<file path="src/rtl/mem_arbiter.sv">
// mem_arbiter: arbitrates one single-ported unified memory between the
// instruction fetch stage and the memory stage of the pipeline.
//
// Each access goes through IDLE (grant) -> ISSUE (one-cycle mem_en strobe)
// -> WAIT (until mem_done or timeout). The read data is registered and the
// owner's valid pulses for one cycle on the cycle after completion.
//
// Ports
//   clk, rst                 clock, asynchronous active-low reset
//   if_req/if_addr           fetch read request (held until if_valid)
//   if_rdata/if_valid        fetch read data and one-cycle completion pulse
//   if_stall                 if_req & ~if_valid
//   dm_req/dm_wr/dm_addr/dm_wdata  memory-stage request (held until dm_valid)
//   dm_rdata/dm_valid        load data and one-cycle completion pulse
//   dm_stall                 dm_req & ~dm_valid
//   mem_en/mem_wr            one-cycle access strobe and write qualifier
//   mem_addr/mem_wdata       held stable from ISSUE until completion
//   mem_rdata/mem_done       memory read data and completion pulse
//   err                      sticky timeout flag
//
// Optional feature macro: ARB_FAIRNESS_EN
//   Defined: after STARVE_LIM consecutive data grants made while fetch was
//   waiting, the next grant goes to fetch. Undefined: strict data priority.

module mem_arbiter #(
  parameter int ADDR_W     = 16,
  parameter int DATA_W     = 16,
  parameter int MAX_WAIT   = 15,
  parameter int STARVE_LIM = 4
) (
  input  logic              clk,
  input  logic              rst,
  input  logic              if_req,
  input  logic [ADDR_W-1:0] if_addr,
  output logic [DATA_W-1:0] if_rdata,
  output logic              if_valid,
  output logic              if_stall,
  input  logic              dm_req,
  input  logic              dm_wr,
  input  logic [ADDR_W-1:0] dm_addr,
  input  logic [DATA_W-1:0] dm_wdata,
  output logic [DATA_W-1:0] dm_rdata,
  output logic              dm_valid,
  output logic              dm_stall,
  output logic              mem_en,
  output logic              mem_wr,
  output logic [ADDR_W-1:0] mem_addr,
  output logic [DATA_W-1:0] mem_wdata,
  input  logic [DATA_W-1:0] mem_rdata,
  input  logic              mem_done,
  output logic              err
);

  localparam int CNT_W = $clog2(MAX_WAIT + 1);

  localparam logic [1:0] IDLE  = 2'd0;
  localparam logic [1:0] ISSUE = 2'd1;
  localparam logic [1:0] WAIT  = 2'd2;

  localparam logic OWN_IF = 1'b0;
  localparam logic OWN_DM = 1'b1;

  logic [1:0]        state_q, state_d;
  logic              owner_q, owner_d;
  logic [CNT_W-1:0]  cnt_q, cnt_d;
  logic [DATA_W-1:0] if_rdata_q, if_rdata_d;
  logic [DATA_W-1:0] dm_rdata_q, dm_rdata_d;
  logic              if_valid_q, if_valid_d;
  logic              dm_valid_q, dm_valid_d;
  logic              mem_en_q, mem_en_d;
  logic              mem_wr_q, mem_wr_d;
  logic [ADDR_W-1:0] mem_addr_q, mem_addr_d;
  logic [DATA_W-1:0] mem_wdata_q, mem_wdata_d;
  logic              err_q, err_d;

  logic              force_fetch_s;
  logic              grant_if_s;
  logic              grant_dm_s;
  logic              can_grant_s;

  // No grant while a completion pulse is out: the finished requester still
  // holds its req during that cycle and must not be served twice.
  assign can_grant_s = (state_q == IDLE) & ~if_valid_q & ~dm_valid_q;
  assign grant_if_s  = can_grant_s & if_req & (~dm_req | force_fetch_s);
  assign grant_dm_s  = can_grant_s & dm_req & ~grant_if_s;

`ifdef ARB_FAIRNESS_EN
  localparam int STV_W = $clog2(STARVE_LIM + 1);

  logic [STV_W-1:0] starve_q, starve_d;

  assign force_fetch_s = (starve_q == STV_W'(STARVE_LIM));

  // Starve counter: counts data grants made while fetch is waiting.
  always_comb begin
    starve_d = starve_q;
    if (grant_if_s) begin
      starve_d = '0;
    end else if (grant_dm_s && if_req && (starve_q != STV_W'(STARVE_LIM))) begin
      starve_d = starve_q + STV_W'(1);
    end else begin
      starve_d = starve_q;
    end
  end

  // Starve counter register.
  always_ff @(posedge clk or negedge rst) begin
    if (!rst) begin
      starve_q <= '0;
    end else begin
      starve_q <= starve_d;
    end
  end
`else
  assign force_fetch_s = 1'b0;
`endif

  // Next-state and datapath logic for the access sequencer.
  always_comb begin
    state_d     = state_q;
    owner_d     = owner_q;
    cnt_d       = cnt_q;
    if_rdata_d  = if_rdata_q;
    dm_rdata_d  = dm_rdata_q;
    if_valid_d  = 1'b0;
    dm_valid_d  = 1'b0;
    mem_en_d    = 1'b0;
    mem_wr_d    = mem_wr_q;
    mem_addr_d  = mem_addr_q;
    mem_wdata_d = mem_wdata_q;
    err_d       = err_q;
    case (state_q)
      IDLE: begin
        if (grant_dm_s) begin
          owner_d     = OWN_DM;
          mem_addr_d  = dm_addr;
          mem_wdata_d = dm_wdata;
          mem_wr_d    = dm_wr;
          mem_en_d    = 1'b1;
          state_d     = ISSUE;
        end else if (grant_if_s) begin
          owner_d     = OWN_IF;
          mem_addr_d  = if_addr;
          mem_wdata_d = '0;
          mem_wr_d    = 1'b0;
          mem_en_d    = 1'b1;
          state_d     = ISSUE;
        end else begin
          state_d = IDLE;
        end
      end
      ISSUE: begin
        cnt_d   = '0;
        state_d = WAIT;
      end
      WAIT: begin
        if (mem_done) begin
          state_d = IDLE;
          cnt_d   = '0;
          if (owner_q == OWN_DM) begin
            dm_valid_d = 1'b1;
            // Stores leave the load data register untouched.
            if (!mem_wr_q) begin
              dm_rdata_d = mem_rdata;
            end else begin
              dm_rdata_d = dm_rdata_q;
            end
          end else begin
            if_valid_d = 1'b1;
            if_rdata_d = mem_rdata;
          end
        end else if (cnt_q == CNT_W'(MAX_WAIT - 1)) begin
          // This is the MAX_WAIT-th WAIT cycle without mem_done: give up.
          state_d = IDLE;
          cnt_d   = CNT_W'(MAX_WAIT);
          err_d   = 1'b1;
          if (owner_q == OWN_DM) begin
            dm_valid_d = 1'b1;
            if (!mem_wr_q) begin
              dm_rdata_d = '0;
            end else begin
              dm_rdata_d = dm_rdata_q;
            end
          end else begin
            if_valid_d = 1'b1;
            if_rdata_d = '0;
          end
        end else if (cnt_q != CNT_W'(MAX_WAIT)) begin
          cnt_d = cnt_q + CNT_W'(1);
        end else begin
          cnt_d = cnt_q;
        end
      end
      default: begin
        state_d = IDLE;
      end
    endcase
  end

  // Sequencer and output registers.
  always_ff @(posedge clk or negedge rst) begin
    if (!rst) begin
      state_q     <= IDLE;
      owner_q     <= OWN_IF;
      cnt_q       <= '0;
      if_rdata_q  <= '0;
      dm_rdata_q  <= '0;
      if_valid_q  <= 1'b0;
      dm_valid_q  <= 1'b0;
      mem_en_q    <= 1'b0;
      mem_wr_q    <= 1'b0;
      mem_addr_q  <= '0;
      mem_wdata_q <= '0;
      err_q       <= 1'b0;
    end else begin
      state_q     <= state_d;
      owner_q     <= owner_d;
      cnt_q       <= cnt_d;
      if_rdata_q  <= if_rdata_d;
      dm_rdata_q  <= dm_rdata_d;
      if_valid_q  <= if_valid_d;
      dm_valid_q  <= dm_valid_d;
      mem_en_q    <= mem_en_d;
      mem_wr_q    <= mem_wr_d;
      mem_addr_q  <= mem_addr_d;
      mem_wdata_q <= mem_wdata_d;
      err_q       <= err_d;
    end
  end

  assign if_rdata  = if_rdata_q;
  assign if_valid  = if_valid_q;
  assign dm_rdata  = dm_rdata_q;
  assign dm_valid  = dm_valid_q;
  assign mem_en    = mem_en_q;
  assign mem_wr    = mem_wr_q;
  assign mem_addr  = mem_addr_q;
  assign mem_wdata = mem_wdata_q;
  assign err       = err_q;
  assign if_stall  = if_req & ~if_valid_q;
  assign dm_stall  = dm_req & ~dm_valid_q;

endmodule
</file>
<file path="config.mk">
export PLATFORM = sky130hd
export DESIGN_NAME = mem_arbiter
export DESIGN_NICKNAME = d
export VERILOG_FILES = /design/src/rtl/mem_arbiter.sv
export SDC_FILE = /design/constraint.sdc
export NUM_CORES = 1
export LEC_CHECK = 0
export ABC_CLOCK_PERIOD_IN_PS = 2700
export CORE_ASPECT_RATIO = 0.75
export CORE_MARGIN = 3
export CORE_UTILIZATION = 23
export DETAILED_ROUTE_END_ITERATION = 10
export GPL_TIMING_DRIVEN = 0
export REMOVE_ABC_BUFFERS = 1
export SLEW_MARGIN = 25
export SYNTH_ARGS = -nofsm -noshare
export SYNTH_HDL_FRONTEND = slang
export SYNTH_SLANG_ARGS = --single-unit
</file>
<file path="constraint.sdc">
create_clock -name clk -period 2.7 [get_ports clk]
set_input_delay 0.27 -clock clk [delete_from_list [all_inputs] [get_ports clk]]
set_output_delay 0.27 -clock clk [all_outputs]
set_load 0.01 [all_outputs]
</file>
==> impl_metrics.toml <==
[synthesis]
seq_area_frac_synth_pct = 60.5
ys_types = 39
yosys-mux-area-fraction_pct = 0.676
synthAdderAreaFrac_pct = 1.99
syn_avg_cell_area_um2 = 12.7
synth_xor_area_share_pct = 0
synthSimpleGateAreaFrac_pct = 7.60
ys_ff_latch = 76
syn_inst = 247
netlist_area_mm2 = 0.00314
synth-compound-area-share_pct = 24.8
synth_top_family_by_area = "compound AO/OA/AOI/OAI gates"
yosysWarningCount = 0

[clocking]
clkLatencyLatePin_ns = 0.33
clk_pin_slew_worst_paths_ns = 0.06
htree_levels = 3
cts_tree = "done"
cts-buffers-inserted = 9
cts-root-buf = "clkbuf_16"
clock_sinks = 76
ctsResizeCount = 0
cts.path.max_buffers = 2

[global_route]
grt_usage_pct = 12.0
antenna_found_initial = 0
grt_max_degree = 45
grt_pass1_vias = 2766
grt_overflow = 0
grt_pass1_wl_um = 14400

[timing]
clock_skew_ns = 0.00533
setup_violations = 0
hold_viol_final = 0
post-route-period-util_pct = 86.2
drv_slew = 0
rsz0062_at_grt = "no"
fin_crit_ns = 2.33
worst_slew_pin_slew_ns = 0.855
max_freq_ghz = 0.430
max_slew_margin_pct = 42.7

[placed_design]
gp_congestion = 0.806
hpwl_um = 6440
place_area_mm2 = 0.00466
port_buffers = 140

[pwr]
worst_ir_drop_vdd_v = 0.000453
finalPower_mw = 5.54
p_per_area_mw_per_mm2 = 1110
p_leak_nw = 2.06

[critical_path]
criticalPathCategory = "flip-flop to flip-flop"
required_ns = 2.91
worst_path_max_delay_cell = "nor3b_4"
cp_max_fo = 19
end_kind = "flip-flop"
rrSetupSlack_ns = 0.37
arrival_ns = 2.54
reg2reg_to = "mem_wdata[10]"
cp-start-kind = "flip-flop"
slowest_delay_ns = 0.73
path_cells = "inv_1, ha_1, nor3b_4, nand2_2, a22o_1"
ff2ff_path_depth = 5
rr_startpoint = "state_q[0]"

[cells_and_area]
area_delta_synth_final_pct = 58.0
n_antenna_cell = 0
drive_gt1_share_pct = 6.53
final_nets = 453
stdcell_area_mm2 = 0.00497
final_cell_mix = "clkdlybuf4s50_1 (139), dfrtp_1 (76), a22o_1 (33)"
layout_commonest_cell = "clkdlybuf4s50_1"

[floorplanning]
row_count = 36
die_x_um = 141
die-area_mm2 = 0.0151
start_util_pct = 23.8
core_area_mm2 = 0.0132
pin_count = 141
die_h_um = 107

[status]
status = "finished clean"

[route]
vias = 2622
firstDrtPassIters = 4
viasPerCell = 4.73
routed_wl_um = 9060
drt-wirelength-per-cell_um = 16.4
drc = 0
ant_nets = 0
drt_iter0_drc = 137

[job]
drv_cap = 0

[worst_hold_path]
hold_path.class = "input port to asynchronous set/reset pin"
==> how the worst max path moves through the flow <==
stage	start	endpoint	slack, ns	depth (start not counted)
after floorplan	state_q[0]	if_rdata[0]	0.70	5
after global placement	rst	mem_wdata[12]	-1.29	1
after detailed placement	mem_done	dm_rdata[2]	0.22	4
after CTS	state_q[0]	mem_wdata[10]	0.33	5
after global routing	state_q[1]	mem_wdata[3]	0.08	5
final	state_q[0]	mem_wdata[10]	0.37	5
==> routing by layer <==
layer  GRT usage, %  routed length, um  vias up
met5              0                  0        -
met4           4.84                165        0
met3           3.20                551       12
met2           18.5               4170      103
met1           16.0               4170     1282
li1               -                  -     1225
==> Yosys cell counts <==
cell type / count / area share, %
a21o_1: 1 / 0.24
a21oi_1: 6 / 0.96
a22o_1: 33 / 9.2
a31o_2: 1 / 0.28
a31oi_1: 1 / 0.20
a32o_1: 17 / 5.4
and3_1: 1 / 0.20
and3b_1: 1 / 0.28
buf_1: 1 / 0.12
buf_2: 10 / 1.6
buf_6: 2 / 0.72
buf_8: 1 / 0.48
clkbuf_1: 8 / 0.96
dfrtp_1: 76 / 60
ha_1: 5 / 2.0
inv_1: 3 / 0.36
inv_2: 2 / 0.24
mux2_1: 1 / 0.36
mux2i_1: 1 / 0.32
nand2_1: 4 / 0.48
nand2_2: 1 / 0.20
nand2b_1: 2 / 0.40
nand2b_2: 1 / 0.28
nand3_1: 1 / 0.16
nand3b_1: 1 / 0.24
nand4b_1: 1 / 0.28
nand4bb_1: 1 / 0.36
nor2_1: 19 / 2.3
nor2b_1: 4 / 0.80
nor3b_2: 1 / 0.40
nor3b_4: 1 / 0.60
o211a_1: 1 / 0.32
o21ai_0: 2 / 0.32
o21bai_1: 1 / 0.24
o22ai_1: 16 / 3.2
o32ai_1: 16 / 4.5
or2_1: 1 / 0.20
or3_1: 1 / 0.20
or3b_1: 1 / 0.28
==> worst max-delay path, delay by kind of cell (launching register included) <==
| kind | cells | cell delay (ns) |
|---|---|---|
| AOI/OAI and AO/OA | 1 | 0.36 |
| adders and majority gates | 1 | 0.21 |
| buffers and inverters | 1 | 0.10 |
| DFF | 1 | 0.38 |
| and+or+nand+nor | 2 | 1.16 |
==> sequential cells by signal, indices dropped and copies added, names as in the netlist <==
name	count
dm_rdata	16
if_rdata	16
mem_addr	16
mem_wdata	16
cnt_q	4
state_q	2
dm_valid	1
err	1
if_valid	1
mem_en	1
mem_wr	1
owner_q	1
==> final cells by class <==
cell class / count / area, um2
Sequential cell: 76 / 1900
Inverter: 5 / 18.8
Tap cell: 171 / 214
Fill cell: 1266 / 8230
Clock inverter: 6 / 65.1
Timing Repair Buffer: 142 / 1430
Multi-Input combinational cell: 144 / 1110
Clock buffer: 10 / 229
==> timing repair <==
item / CTS / global route
buffers inserted: 0 / 0
setup endpoints to repair: 0 / 0
hold buffers: 1 / 0
endpoints found under the hold margin: 43 / 0
==> power by group <==
group	internal (mW)	total, mW	switching, mW
clock	0.715	1.18	0.462
sequential	1.64	1.97	0.328
combinational	1.36	2.40	1.04
total	3.71	5.54	1.83
==> per-stage QoR <==
step	hold slack, ns	cells	worst slack [ns]	utilization [%]	TNS [ns]
finish	0.479	554	0.373	37.6	0
detailed placement	0.313	537	0.225	35.3	0
CTS	0.494	554	0.327	37.6	0
floorplan	-0.0256	225	0.697	-	0
global route	0.508	554	0.0789	37.6	0
global placement	0.467	536	-1.29	35.1	-97.93
==> kinds of logic after synthesis <==
kind of cell,after synthesis
compound gates,95
fa+ha+maj,5
buf+inv,27
flops,76
mux,2
simple gates,42
No activity file was read; power rests on OpenSTA's default activity.
==> patch 1, RTL diff (same flow settings) <==
The option `ARB_FAIRNESS_EN` is turned on by a define.
--- a/src/rtl/mem_arbiter.sv
+++ b/src/rtl/mem_arbiter.sv
@@ -21,6 +21,8 @@
 // Optional feature macro: ARB_FAIRNESS_EN
 //   Defined: after STARVE_LIM consecutive data grants made while fetch was
 //   waiting, the next grant goes to fetch. Undefined: strict data priority.
+
+`define ARB_FAIRNESS_EN
 
 module mem_arbiter #(
   parameter int ADDR_W     = 16,
Formal check against the unedited RTL: no difference found for any inputs over 4 cycles, from zero or initial values and one cycle with rst low; that may be too few to reach the edited logic, so the function may still have changed.
==> patch 1 against the original RTL <==
Sequential cell count rose by 3. Non-clock buffer count is 2 higher. Utilization up 0.80 points. Routed wire length is 5.9% higher. Global-route usage is 0.14 points higher. Combinational power rose by 3%. Total power increased by 8.7%. Largest power group unchanged. Worst setup slack better by 120 ps. Clock power grew 32%. Area after synthesis up 7.6%. Cell area increased by 8.9%. Sequential share of layout area is 1.7 points lower.
==> patch 1: results (changes against the original RTL) <==
- VDD IR-drop max: 0.4912 mV (+8.5%)
- WL per Instance: 15.63 µm (-4.4%)
- Post-synthesis compound-gate area fraction: 14.09% (-11 points)
- Post-Syn Area per Cell: 12.22 µm² (-4.0%)
- Crit path DAT: 2420 ps (-120 ps)
- Metal3 WL: 724 µm (+31%)
- P_int: 4.238 mW (+14%)
- Largest net degree at the start of global routing: 41 (-8.9%)
- Adder-cell share of the synthesized area: 2.588% (+0.60 points)
- Met1 Wirelength: 4.208 mm (+0.84%)
- First-pass GRT wire length: 15.93 mm (+11%)
- Area after DPL: 5019 µm² (+7.6%)
- Vias: 2712 (+3.4%)
- Vias in the first global route: 2965 (+7.2%)
- # fillers: 1409 (+11%)
- Static leakage: 2.286 nW (+11%)
- Share of post-route cells with drive strength above 1: 10.98% (+4.5 points)
- 1st-pass router iterations: 5 (+1)
- Register area share after synthesis: 58.41% (-2.1 points)
- Commonest cells in the netlist: dfrtp_1, nand2_1, a22o_1, a21oi_1, mux2_2
- Post-synthesis mux area share: 11.31% (+11 points)
- CP max FO: 33 (+14)
- Reg-to-Reg End: mem_addr[14]
- Status: finished, final reports clean
- Post-DP HPWL: 6.918 mm (+7.4%)
- Global Route Usage Sum: 12.14% (+0.14 points)
- Final GP Congestion: 0.7001 (-13%)
- Area growth syn-to-layout: 59.89%
patch 1: cell count changes after synthesis, moves of 3 or more:
| cell | unedited run | this run |
|---|---|---|
| nand2_1 | 4 | 40 |
| mux2_2 | 0 | 22 |
| a21oi_1 | 6 | 24 |
| a32o_1 | 17 | 1 |
| o32ai_1 | 16 | 0 |
| o22ai_1 | 16 | 1 |
| nor2_1 | 19 | 6 |
| mux2_1 | 1 | 12 |
| inv_1 | 3 | 8 |
| clkbuf_1 | 8 | 4 |
| buf_2 | 10 | 7 |
| dfrtp_1 | 76 | 79 |
patch 1: critical path, cell delays in order, from the launching register on:
cell and delay [ps]:
dfrtp_1 390, inv_1 90, ha_1 270, nand4bb_4 530, mux2_1 520, mux2_2 260
patch 1: timing repair:
item	CTS	global route
hold endpoints to repair	39	0
hold buffers	1	0
gates resized for setup	0	0
patch 1: power by group through the flow:
stage                     Sequential (mW)  Combinational (mW)  Clock [mW]
after floorplan                      2.18               0.927           0
after CTS                            2.00                2.53        1.61
after global placement               1.98                2.41           0
final                                1.99                2.48        1.56
after detailed placement             2.00                2.53           0
after global routing                 2.07                2.69        1.66
patch 1: area by class of cell:
type                    instances  area share, %
clock buffers                   9          4.162
clock inverters                 6          2.913
inverters                       8         0.5549
multi-input cells             173          24.28
flip-flops and latches         79          36.53
well taps                     195          4.509
repair buffers                144          27.05
patch 1: through the flow:
| step | setup slack, ps | hold WS, ps |
|---|---|---|
| after global routing | 310.2 | 474.0 |
| final | 496.0 | 460.7 |
| after CTS | 427.1 | 468.6 |
| after floorplan | 204.2 | -25.59 |
| after global placement | -1596 | 465.4 |
| after detailed placement | 294.7 | 291.2 |
patch 1: per-layer routing:
metal	vias up	track usage, %
li1	1258	-
met1	1344	15.37
met2	95	19.42
met5	-	0
met3	15	4.495
met4	0	3.634
==> patch 2, RTL diff (config.mk and constraints unchanged) <==
Without the edit above. `if_rdata_q`, `dm_rdata_q`, `mem_addr_q` and `mem_wdata_q` no longer have a reset.
--- a/src/rtl/mem_arbiter.sv
+++ b/src/rtl/mem_arbiter.sv
@@ -203,29 +203,28 @@
       state_q     <= IDLE;
       owner_q     <= OWN_IF;
       cnt_q       <= '0;
-      if_rdata_q  <= '0;
-      dm_rdata_q  <= '0;
       if_valid_q  <= 1'b0;
       dm_valid_q  <= 1'b0;
       mem_en_q    <= 1'b0;
       mem_wr_q    <= 1'b0;
-      mem_addr_q  <= '0;
-      mem_wdata_q <= '0;
       err_q       <= 1'b0;
     end else begin
       state_q     <= state_d;
       owner_q     <= owner_d;
       cnt_q       <= cnt_d;
-      if_rdata_q  <= if_rdata_d;
-      dm_rdata_q  <= dm_rdata_d;
       if_valid_q  <= if_valid_d;
       dm_valid_q  <= dm_valid_d;
       mem_en_q    <= mem_en_d;
       mem_wr_q    <= mem_wr_d;
-      mem_addr_q  <= mem_addr_d;
-      mem_wdata_q <= mem_wdata_d;
       err_q       <= err_d;
     end
+  end
+
+  always_ff @(posedge clk) begin
+    if_rdata_q  <= if_rdata_d;
+    dm_rdata_q  <= dm_rdata_d;
+    mem_addr_q  <= mem_addr_d;
+    mem_wdata_q <= mem_wdata_d;
   end
 
   assign if_rdata  = if_rdata_q;
Formal check against the unedited RTL: not equivalent (Yosys sat finds a counterexample within 4 cycles, from zero or initial values and one cycle with rst low).
==> patch 2 against the original RTL <==
Critical path depth stayed put. Total power is 24% lower. Routed wire length is 22% lower. Sequential cell count stayed put. Final cell count is 11% lower. Area after synthesis is 4.2% lower. Cell area is 1.3% lower. Worst setup slack better by 8.2 ps.
==> patch 2: results (changes against the original RTL) <==
- Status: finished, final reports clean
- # fillers: 1191 (-5.9%)
- H-tree Lvls: 3 (unchanged)
- Antenna cells: 0 (unchanged)
- Distinct cells, synth: 31 (-21%)
- Share of post-route cells with drive strength above 1: 14.77% (+8.2 points)
- Vias in the first global route: 2020 (-27%)
- Post-DP HPWL: 5.209 mm (-19%)
- Via/cell ratio: 4.020 (-15%)
- Crit path DAT: 2400 ps (-140 ps)
- Slew HR: 45.18% (+2.5 points)
- Max incr delay on CP: 570 ps (-160 ps)
- 1st-pass router iterations: 4 (unchanged)
- Largest net degree at the start of global routing: 24 (-47%)
- Number of flops mapped to enable cells by yosys: 64 (+64)
- Port Buf Inserts: 140 (unchanged)
- Clk_skew: 8.699 ps (+3.373 ps)
- Commonest cells in the netlist: edfxtp_1, and2_1, dfrtp_1, and3_1, mux2_2
- Async S/R FF share, synth: 15.79% (-84 points)
- Total CTS buffers: 9 (unchanged)
- Final nets: 396 (-13%)
- Global Route Usage Sum: 9.686% (-2.3 points)
- Worst Hold Class: in -> async
- Worst skew pair latency: 330 ps (about the same)
- First-pass GRT wire length: 10.90 mm (-24%)
- VDD IR-drop max: 0.3480 mV (-23%)
- First DRT Iteration DRCs: 129 (-5.8%)
- CP top delay family: simple AND/OR/NAND/NOR gates
- Static leakage: 1.827 nW (-12%)
- Final GP Congestion: 0.7149 (-11%)
- Ys Warns: 0 (unchanged)
- CP max FO: 19 (unchanged)
- Register area share after synthesis: 73.78% (+13 points)
- Post-CTS Setup Bufs: 0 (unchanged)
- Top cells by area in the synthesized netlist: edfxtp_1, dfrtp_1, mux2_4, mux2_2, and2_1
- WL per Instance: 14.33 µm (-12%)
- Initial antenna violation count: 0 (unchanged)
patch 2: final timing paths:
| path | depth (start not counted) | start | endpoint | slack, ps |
|---|---|---|---|---|
| worst max-delay path | 5 | state_q[0] | mem_addr[1] | 380 |
| worst min-delay path | 1 | rst | mem_en | 300 |
| worst max register to register | 5 | state_q[0] | mem_addr[1] | 380 |
| worst min register to register | 1 | err | err | 500 |
| max in group asynchronous | 1 | rst | cnt_q[2] | 2020 |
| min in group clk | 1 | err | err | 500 |
patch 2: kinds of logic after synthesis:
| logic type | count (synthesis) | synth area share (%) |
|---|---|---|
| buffers and inverters | 9 | 2.202 |
| muxes | 18 | 7.728 |
| DFF | 76 | 73.78 |
| AOI/OAI and AO/OA | 13 | 3.116 |
| and+or+nand+nor | 52 | 11.09 |
| adders and majority gates | 5 | 2.077 |
patch 2: power breakdown:
part / total (mW) / internal (mW) / leakage (nW) / switching [mW]
combinational: 1.33 / 0.737 / 0.922 / 0.589
clock: 1.16 / 0.711 / 0.142 / 0.451
sequential: 1.74 / 1.64 / 0.763 / 0.0994
total: 4.23 / 3.09 / 1.83 / 1.14
patch 2: worst register-to-register path, cell delays in order (launching register included):
cell and delay [ps]:
dfrtp_1 390, inv_1 80, ha_1 170, nor3b_4 570, and2_4 450, mux2_2 400
patch 2: per-layer routing:
metal / track usage, % / share of wire, %
met5: 0 / 0
met4: 2.539 / 0.97
met3: 4.758 / 7.3
met2: 15.08 / 47
met1: 12.05 / 45
patch 2: per-stage QoR:
| step | setup WS (ps) | instances | area, µm² |
|---|---|---|---|
| after global routing | 203.8 | 491 | 4906 |
| after CTS | 352.2 | 491 | 4906 |
| after floorplan | 453.7 | 168 | 2960 |
| final | 381.2 | 491 | 4906 |
| after global placement | -350.0 | 474 | 4569 |
| after detailed placement | 11.85 | 476 | 4616 |
patch 2: area by class of cell:
type / count / share of cell area, %
Clock inverter: 6 / 1.326
Multi-Input combinational cell: 88 / 14.82
Clock buffer: 9 / 4.591
Inverter: 4 / 0.3060
Tap cell: 166 / 4.234
Timing Repair Buffer: 142 / 29.43
Sequential cell: 76 / 45.29
